==> src/rtl/bip_pkg.sv <==
// Shared constants for the BIP control unit: opcodes, datapath selects, FSM encoding
// and the decoded control word.
package bip_pkg;

    localparam int PC_W    = 11;
    localparam int OPC_W   = 5;
    localparam int INSTR_W = OPC_W + PC_W;

    localparam logic [OPC_W-1:0] OP_HLT  = 5'b00000;
    localparam logic [OPC_W-1:0] OP_STO  = 5'b00001;
    localparam logic [OPC_W-1:0] OP_LD   = 5'b00010;
    localparam logic [OPC_W-1:0] OP_LDI  = 5'b00011;
    localparam logic [OPC_W-1:0] OP_ADD  = 5'b00100;
    localparam logic [OPC_W-1:0] OP_ADDI = 5'b00101;
    localparam logic [OPC_W-1:0] OP_SUB  = 5'b00110;
    localparam logic [OPC_W-1:0] OP_SUBI = 5'b00111;

    localparam logic [1:0] SEL_A_MEM = 2'd0;
    localparam logic [1:0] SEL_A_IMM = 2'd1;
    localparam logic [1:0] SEL_A_ALU = 2'd2;

    localparam logic SEL_B_MEM = 1'b0;
    localparam logic SEL_B_IMM = 1'b1;
    localparam logic OP_ADD_OP = 1'b0;
    localparam logic OP_SUB_OP = 1'b1;

    localparam logic [2:0] ST_IDLE  = 3'd0;
    localparam logic [2:0] ST_FETCH = 3'd1;
    localparam logic [2:0] ST_LATCH = 3'd2;
    localparam logic [2:0] ST_EXEC  = 3'd3;
    localparam logic [2:0] ST_WB    = 3'd4;
    localparam logic [2:0] ST_HALT  = 3'd5;

    // For memory instructions the word describes the write-back cycle; EXEC only reads.
    typedef struct packed {
        logic [1:0] sel_a;
        logic       sel_b;
        logic       operation;
        logic       write_acc;
        logic       wr_ram;
        logic       rd_ram;
        logic       needs_wb;
        logic       is_halt;
    } ctrl_t;

endpackage

==> src/rtl/bip_decoder.sv <==
// Combinational opcode decoder producing the BIP control word; the sequencer masks
// it by state. Unlisted opcodes decode to an all-zero word (NOP).
module bip_decoder
    import bip_pkg::*;
#(
    parameter int OPCODE_WIDTH = OPC_W
) (
    input  logic [OPCODE_WIDTH-1:0] opcode,
    output ctrl_t                   ctrl
);

    always_comb begin
        ctrl = '0;
        case (opcode)
            OPCODE_WIDTH'(OP_HLT): ctrl.is_halt = 1'b1;
            OPCODE_WIDTH'(OP_STO): ctrl.wr_ram  = 1'b1;
            OPCODE_WIDTH'(OP_LD): begin
                ctrl.sel_a     = SEL_A_MEM;
                ctrl.write_acc = 1'b1;
                ctrl.rd_ram    = 1'b1;
                ctrl.needs_wb  = 1'b1;
            end
            OPCODE_WIDTH'(OP_LDI): begin
                ctrl.sel_a     = SEL_A_IMM;
                ctrl.write_acc = 1'b1;
            end
            OPCODE_WIDTH'(OP_ADD): begin
                ctrl.sel_a     = SEL_A_ALU;
                ctrl.sel_b     = SEL_B_MEM;
                ctrl.operation = OP_ADD_OP;
                ctrl.write_acc = 1'b1;
                ctrl.rd_ram    = 1'b1;
                ctrl.needs_wb  = 1'b1;
            end
            OPCODE_WIDTH'(OP_ADDI): begin
                ctrl.sel_a     = SEL_A_ALU;
                ctrl.sel_b     = SEL_B_IMM;
                ctrl.operation = OP_ADD_OP;
                ctrl.write_acc = 1'b1;
            end
            OPCODE_WIDTH'(OP_SUB): begin
                ctrl.sel_a     = SEL_A_ALU;
                ctrl.sel_b     = SEL_B_MEM;
                ctrl.operation = OP_SUB_OP;
                ctrl.write_acc = 1'b1;
                ctrl.rd_ram    = 1'b1;
                ctrl.needs_wb  = 1'b1;
            end
            OPCODE_WIDTH'(OP_SUBI): begin
                ctrl.sel_a     = SEL_A_ALU;
                ctrl.sel_b     = SEL_B_IMM;
                ctrl.operation = OP_SUB_OP;
                ctrl.write_acc = 1'b1;
            end
            default: ;
        endcase
    end

endmodule

==> src/rtl/bip_control_unit.sv <==
// BIP instruction sequencer: PC, IR, fetch/latch/exec/write-back FSM and control outputs.
// Optional BIP_CYCLE_COUNTER_EN adds busy-cycle and retired-instruction counters.
module bip_control_unit
    import bip_pkg::*;
#(
    parameter int                  PC_WIDTH     = PC_W,
    parameter int                  OPCODE_WIDTH = OPC_W,
    parameter int                  INSTR_WIDTH  = OPCODE_WIDTH + PC_WIDTH,
    parameter logic [PC_WIDTH-1:0] RESET_PC     = '0
) (
    input  logic                   clk,
    input  logic                   rst,
    input  logic                   i_start,
    input  logic [INSTR_WIDTH-1:0] i_instruction,
    output logic [PC_WIDTH-1:0]    o_prog_addr,
    output logic [PC_WIDTH-1:0]    o_operand,
    output logic [1:0]             o_sel_a,
    output logic                   o_sel_b,
    output logic                   o_write_acc,
    output logic                   o_operation,
    output logic                   o_rd_ram,
    output logic                   o_wr_ram,
`ifdef BIP_CYCLE_COUNTER_EN
    output logic [31:0]            o_cycle_count,
    output logic [31:0]            o_instr_count,
`endif
    output logic                   o_busy,
    output logic                   o_halted
);

    logic [2:0]             state_reg, state_next;
    logic [PC_WIDTH-1:0]    pc_reg, pc_next;
    logic [INSTR_WIDTH-1:0] ir_reg, ir_next;
    ctrl_t                  dec_ctrl;
    logic                   busy_int;
    logic                   retire_int;

    bip_decoder #(
        .OPCODE_WIDTH(OPCODE_WIDTH)
    ) u_decoder (
        .opcode(ir_reg[INSTR_WIDTH-1 -: OPCODE_WIDTH]),
        .ctrl  (dec_ctrl)
    );

    always_comb begin
        state_next = state_reg;
        pc_next    = pc_reg;
        ir_next    = ir_reg;
        case (state_reg)
            ST_IDLE:  if (i_start) state_next = ST_FETCH;
            ST_FETCH: state_next = ST_LATCH;
            ST_LATCH: begin
                ir_next    = i_instruction;
                state_next = ST_EXEC;
            end
            ST_EXEC: begin
                if (dec_ctrl.is_halt) begin
                    state_next = ST_HALT;
                end else if (dec_ctrl.needs_wb) begin
                    state_next = ST_WB;
                end else begin
                    state_next = ST_FETCH;
                    pc_next    = pc_reg + PC_WIDTH'(1);
                end
            end
            ST_WB: begin
                state_next = ST_FETCH;
                pc_next    = pc_reg + PC_WIDTH'(1);
            end
            ST_HALT:  state_next = ST_HALT;
            default:  state_next = ST_IDLE;
        endcase
    end

    always_ff @(posedge clk) begin
        if (!rst) begin
            state_reg <= ST_IDLE;
            pc_reg    <= RESET_PC;
            ir_reg    <= '0;
        end else begin
            state_reg <= state_next;
            pc_reg    <= pc_next;
            ir_reg    <= ir_next;
        end
    end

    // Controls are gated by rst so an in-flight write-back is suppressed in the reset cycle.
    always_comb begin
        o_sel_a     = '0;
        o_sel_b     = 1'b0;
        o_operation = 1'b0;
        o_write_acc = 1'b0;
        o_rd_ram    = 1'b0;
        o_wr_ram    = 1'b0;
        if (rst) begin
            case (state_reg)
                ST_EXEC: begin
                    if (dec_ctrl.needs_wb) begin
                        o_rd_ram = 1'b1;
                    end else begin
                        o_sel_a     = dec_ctrl.sel_a;
                        o_sel_b     = dec_ctrl.sel_b;
                        o_operation = dec_ctrl.operation;
                        o_write_acc = dec_ctrl.write_acc;
                        o_wr_ram    = dec_ctrl.wr_ram;
                    end
                end
                ST_WB: begin
                    o_sel_a     = dec_ctrl.sel_a;
                    o_sel_b     = dec_ctrl.sel_b;
                    o_operation = dec_ctrl.operation;
                    o_write_acc = dec_ctrl.write_acc;
                    o_rd_ram    = dec_ctrl.rd_ram;
                end
                default: ;
            endcase
        end
    end

    assign busy_int    = (state_reg == ST_FETCH) || (state_reg == ST_LATCH) ||
                         (state_reg == ST_EXEC)  || (state_reg == ST_WB);
    // An instruction retires when leaving EXEC without write-back (incl. HLT) or leaving WB.
    assign retire_int  = ((state_reg == ST_EXEC) && !dec_ctrl.needs_wb) ||
                         (state_reg == ST_WB);

    assign o_busy      = rst & busy_int;
    assign o_halted    = rst & (state_reg == ST_HALT);
    assign o_prog_addr = pc_reg;
    assign o_operand   = ir_reg[PC_WIDTH-1:0];

`ifdef BIP_CYCLE_COUNTER_EN
    logic [31:0] cycle_count_reg;
    logic [31:0] instr_count_reg;

    always_ff @(posedge clk) begin
        if (!rst) begin
            cycle_count_reg <= '0;
            instr_count_reg <= '0;
        end else begin
            if (busy_int)   cycle_count_reg <= cycle_count_reg + 32'd1;
            if (retire_int) instr_count_reg <= instr_count_reg + 32'd1;
        end
    end

    assign o_cycle_count = cycle_count_reg;
    assign o_instr_count = instr_count_reg;
`else
    logic unused_retire;
    assign unused_retire = retire_int;
`endif

endmodule
==> config.mk <==
export PLATFORM = sky130hd
export DESIGN_NAME = bip_control_unit
export DESIGN_NICKNAME = d
export VERILOG_FILES = /design/src/rtl/bip_pkg.sv /design/src/rtl/bip_decoder.sv /design/src/rtl/bip_control_unit.sv
export SDC_FILE = /design/constraint.sdc
export NUM_CORES = 1
export LEC_CHECK = 0
export BUFFER_PORTS_ARGS = -buffer_cell sky130_fd_sc_hd__buf_4
export CORE_MARGIN = 5
export CORE_UTILIZATION = 55
export CTS_BUF_LIST = sky130_fd_sc_hd__clkbuf_4 sky130_fd_sc_hd__clkbuf_8
export CTS_CLUSTER_SIZE = 30
export DETAILED_ROUTE_END_ITERATION = 10
export HOLD_SLACK_MARGIN = 0.02
export PLACE_DENSITY = 0.82
export SETUP_SLACK_MARGIN = 0.5
export SKIP_CTS_REPAIR_TIMING = 1
export SYNTH_ARGS = -nofsm -noshare
export SYNTH_HDL_FRONTEND = slang
export SYNTH_SLANG_ARGS = --single-unit
==> constraint.sdc <==
create_clock -name clk -period 2.82 [get_ports clk]
set_input_delay 0.564 -clock clk [delete_from_list [all_inputs] [get_ports clk]]
set_output_delay 0.564 -clock clk [all_outputs]
set_load 0.05 [all_outputs]
# == Yosys cells after proc, flatten, opt, wreduce, memory -nomap -nowiden ==
# Index checks and enable logic that the tools add are counted.
# op_classes
muxes,31
eq_ne,15
bitwise_logic,2
addsub,1
reduce_logical,10
# ops
op,n
$mux 11,2
$pmux 11 s2,1
$eq 5x3->1 const B,4
$pmux 3 s6,1
$mux 1,14
$add 11x1->11 const B,1
$eq 5x2->1 const B,2
$mux 3,3
$pmux 1 s2,4
$pmux 2 s2,2
$eq 3x2->1 const B,2
$eq 3x3->1 const B,2
$mux 2,3
$ne 2x2->1 const B,3
$pmux 2 s3,1
$reduce_or 6->1,1
$eq 5x1->1 const B,1
$logic_not 5->1,1
$reduce_or 4->1,1
$eq 3x1->1 const B,1
$logic_not 3->1,1
$logic_or 1x1->1,3
$reduce_and 3->1,1
$reduce_or 3->1,1
2 further kinds,3
# word_totals
ff_bits,30
output_inout_bits,31
word_cells,62
in_bits,19

# == Logic depth before layout (Yosys ltp) ==
# logic_depth
ltp_word,6
depth_mapped,6
ltp_nobuf,5

# == Modules after synthesis ==
# A second synthesis with hierarchy kept.
# hier_totals
hier_cells,191
area_unflattened_um2,1495.2
# modules_own_cells
mod,cells_per_inst,seq_area_each_um2,n_inst,area_per_inst_um2
bip_control_unit,180,600.6,1,1418.9
bip_decoder,11,0.0,1,76.3

# == Worst setup path before layout ==
# No wires, ideal clock.
# synth_path
path_type,flip-flop to output port
startpoint,register ir_reg[11]
endpoint,output port o_rd_ram
arrival_time_ns,3.212
n_path_buf,0
required_ns,2.256
slack_ns,-0.956
path_stages_with_launch,3
cell_sequence,dfxtp_1 > or3_4 > a2111oi_0
# synth_between
elab_chain_len,6
elab_cells_between_ends,8
classes_between,eq/ne: 3; mux: 4; reduce/logical: 1
# synth_lines
element,line_no,rtl
from (decl),bip_control_unit.sv:33,"logic [INSTR_WIDTH-1:0] ir_reg, ir_next;"
from (signal assigned),bip_control_unit.sv:83,ir_reg <= ir_next;
$eq 5x2->1 / $eq 5x3->1 (equally long branches),bip_decoder.sv:14,case (opcode)
$reduce_or 3->1 (no source line) *,n/a,
$mux 2 *,bip_decoder.sv:14,
$mux 1,bip_control_unit.sv:98,if (dec_ctrl.needs_wb) begin
$pmux 1 s2 *,bip_control_unit.sv:96,case (state_reg)
$mux 1 *,bip_control_unit.sv:95,if (rst) begin
to (decl),bip_control_unit.sv:21,"output logic o_rd_ram,"
# Every way passes the cells marked *; elsewhere a longest branch is shown, timed or not.

# == Worst setup path after layout ==
# layout_path
startpoint,register state_reg[2]
endpoint,output port o_rd_ram
# layout_between
elab_chain_len,3
elab_cells_between_ends,4
classes_between,eq/ne: 2; mux: 2
# layout_lines
element,line_no,rtl
from (decl),bip_control_unit.sv:31,"logic [2:0] state_reg, state_next;"
from (signal assigned),bip_control_unit.sv:81,state_reg <= state_next;
$eq 3x3->1 / $eq 3x2->1 (equally long branches),bip_control_unit.sv:96,
$pmux 1 s2 *,bip_control_unit.sv:96,
$mux 1 *,bip_control_unit.sv:95,
# Marks and branches as above.

==> out/results.tsv <==
stage	metric	value	unit
synth	top-count cell post-synth	nand2_1	
clocking	H-tree level count	2	
timing	Pins Over Slew Limit	0	
setup_path	reg-to-reg endpoint	o_prog_addr[10]	
run	Max Cap Viol	0	
setup_path	Req. time, crit path	2.26	ns
power	PD cells	604	nW/um2
detailed_routing	drc violations	0	
layout	max reg flops	16	
timing	RSZ-0062 raised after global routing	no	
setup_path	Startpoint Class	register	
synth	ys flop type	dfxtp_1	
clocking	Inserted Clock Buffers	5	
floorplan	FP Rows	18	
clocking	deepest clock path buffer count	2	
detailed_routing	drt initial violations	132	
timing	max_slew headroom	35.8	%
timing	hold slack final	0.465	ns
synth	gate count of the mapped netlist	176	
timing	Fin. Hold Viols	0	
synth	Seq cells post-synth	30	
hold_path	Worst Hold Depth	3	
detailed_routing	via total after detailed routing	1415	
floorplan	I/O pins	50	
synth	EDFF count, synth	0	
layout	Register Area	613	um2
detailed_routing	WL/cell	15.9	um
floorplan	Starting Density	58.3	%
setup_path	CP endpoint kind	output pin	
synth	Synth top area share	40.8	%
setup_path	Crit Path Category	reg2out	
layout	Final #Nets	238	
global_route	GRT Overall Usage	18.9	%
setup_path	R2R depth	5	
synth	post-synth top area cell	dfxtp_1	
power	VDD IR max	539	uV
timing	Final Skew	0.00675	ns
synth	Netlist cell types	39	
layout	Layout Cells excl Fill	249	
timing	Setup violations, final	0	
global_route	initial antenna violation count	0	
floorplan	Placeable Area	2520	um2
place	Port Buffers	49	
synth	Synth async-reset ratio	0	%
synth	synthesized net count	196	
setup_path	R2R Setup Slk	1.06	ns
hold_path	hold_sp	i_instruction[3]	
clocking	CTS root buffer	clkbuf_4	
clocking	CTS tree	yes	
place	dpl hpwl	2.41	mm
detailed_routing	first drt pass iteration count	4	
global_route	vias in the first global route	1263	
setup_path	Worst EP arrival	1.73	ns
synth	Synth Cell Area	1470	um2
timing	fmax	0.437	GHz
place	Placed Cells incl. Taps	234	
synth	synthesized area per cell	8.36	um2
layout	Fillers	171	
timing	Final Critical Period	2.29	ns
global_route	largest net degree at the start of global routing	31	
setup_path	Max FO, Critical Path	12	
detailed_routing	Vias/cell	5.68	
detailed_routing	Post-Route WL	3.95	mm
power	leakage	0.842	nW
clocking	clock latency on the worst-skew pair	0.34	ns
hold_path	Hold EP	ir_reg[3]	
synth	ranking of synthesized cells by area	dfxtp_1 41%, nand2_1 9.9%, a21oi_1 8.2%	
timing	setup TNS	0	ns
synth	sequential fraction of the synthesis area	40.8	%
global_route	global route overflow	0	
synth	Commonest cells post-synth	39 x nand2_1, 30 x dfxtp_1, 24 x a21oi_1, 13 x buf_4, 7 x nor2_1	
synth	count of warnings emitted by yosys	0	
layout	Syn-to-layout area delta	34.9	%
layout	Antenna Cells	0	
timing	period utilization	81.2	%
timing	Worst-Margin Slew	0.958	ns
layout	footprint of the multi-input gates	791	um2
clocking	CTS sink count	30	
clocking	clock slew at reported path FFs	0.09	ns
detailed_routing	ANT nets after route	0	
place	GPL Wtd Cong	0.800	
layout	share of layout cells above drive strength 1	39.7	%
global_route	first-pass GRT wire length	5.35	mm
run_status	status	finished clean	
hold_path	worst hold path type	in2reg	
floorplan	Die Span X	61.7	um
floorplan	chip height	61.7	um
power	Final Power	1.20	mW
floorplan	Die ar.	3810	um2
setup_path	reg-to-reg critical path startpoint	state_reg[2]	
## worst max path at each step
stage,start,to,slack [ns],cells past startpoint
4_1_cts,ir_reg[11],o_operation,0.12,5
3_5_place_dp,ir_reg[11],o_operation,0.47,5
6_report,state_reg[2],o_rd_ram,0.53,4
3_3_place_gp,rst,o_sel_b,0.51,6
5_1_grt,state_reg[2],o_rd_ram,0.48,4
2_1_floorplan,ir_reg[11],o_rd_ram,0.39,2
## logic make-up (layout without fill, tap and decap cells)
logic type                 after synthesis  in the layout  share of synthesized area [%]
AOI/OAI and AO/OA                       38             38                           15.1
xor gates and xnor gates                 3              3                           1.79
adders and majority gates                1              1                          0.850
buffers and inverters                   22             65                           9.69
DFF                                     30             30                           40.8
muxes                                    3              3                           2.04
and+or+nand+nor                         79             79                           29.7
## per-layer routing
metal	vias up	part of all wire (%)	track usage, %
li1	684	-	-
met1	673	42	23.9
met2	48	49	29.9
met3	10	6.3	5.37
met4	0	2.1	8.18
met5	-	0	0
## report_power, final
| part | internal, mW | total, mW | leakage, nW | switching (mW) |
|---|---|---|---|---|
| Clock | 0.170 | 0.321 | 0.0446 | 0.150 |
| Combinational | 0.125 | 0.355 | 0.552 | 0.230 |
| Sequential | 0.469 | 0.523 | 0.246 | 0.0548 |
## stage by stage
step	setup WS [ns]	util, %	instance area, um2
finish	0.529	78.7	1980
global route	0.480	78.7	1980
CTS	0.117	73.5	1850
detailed placement	0.475	70.4	1780
global placement	0.511	70.4	1780
floorplan	0.392	-	1510
## placed cells by master (no fill, tap or decap), types with 2 or more instances in the layout
cell type / n
mux2i_1: 3
o21ai_0: 3
buf_8: 2
nand2_1: 39
nor2b_2: 2
buf_4: 50
nor2_1: 6
a21oi_1: 23
nand2b_1: 3
or3_4: 2
nor3b_2: 2
xnor2_1: 2
o31ai_1: 4
and2_4: 2
nand3_1: 3
clkbuf_4: 5
clkbuf_8: 3
dfxtp_4: 3
or4_1: 4
or3_1: 2
dfxtp_1: 26
and4b_1: 2
buf_6: 3
## final cells by class
| type | instances | share of cell area (%) |
|---|---|---|
| well taps | 30 | 1.89 |
| multi-input cells | 124 | 39.8 |
| clock buffers | 8 | 3.97 |
| repair buffers | 55 | 22.1 |
| inverters | 1 | 0.820 |
| repair inverters | 1 | 0.441 |
| flip-flops and latches | 30 | 30.9 |
## worst max-delay path, stage by stage, from the launching register on
cell and delay (ns):
dfxtp_4 0.42, nor2b_2 0.21, nand2b_1 0.17, a2111oi_4 0.37
buf_6 0.21
No activity file was read; power rests on OpenSTA's default activity.
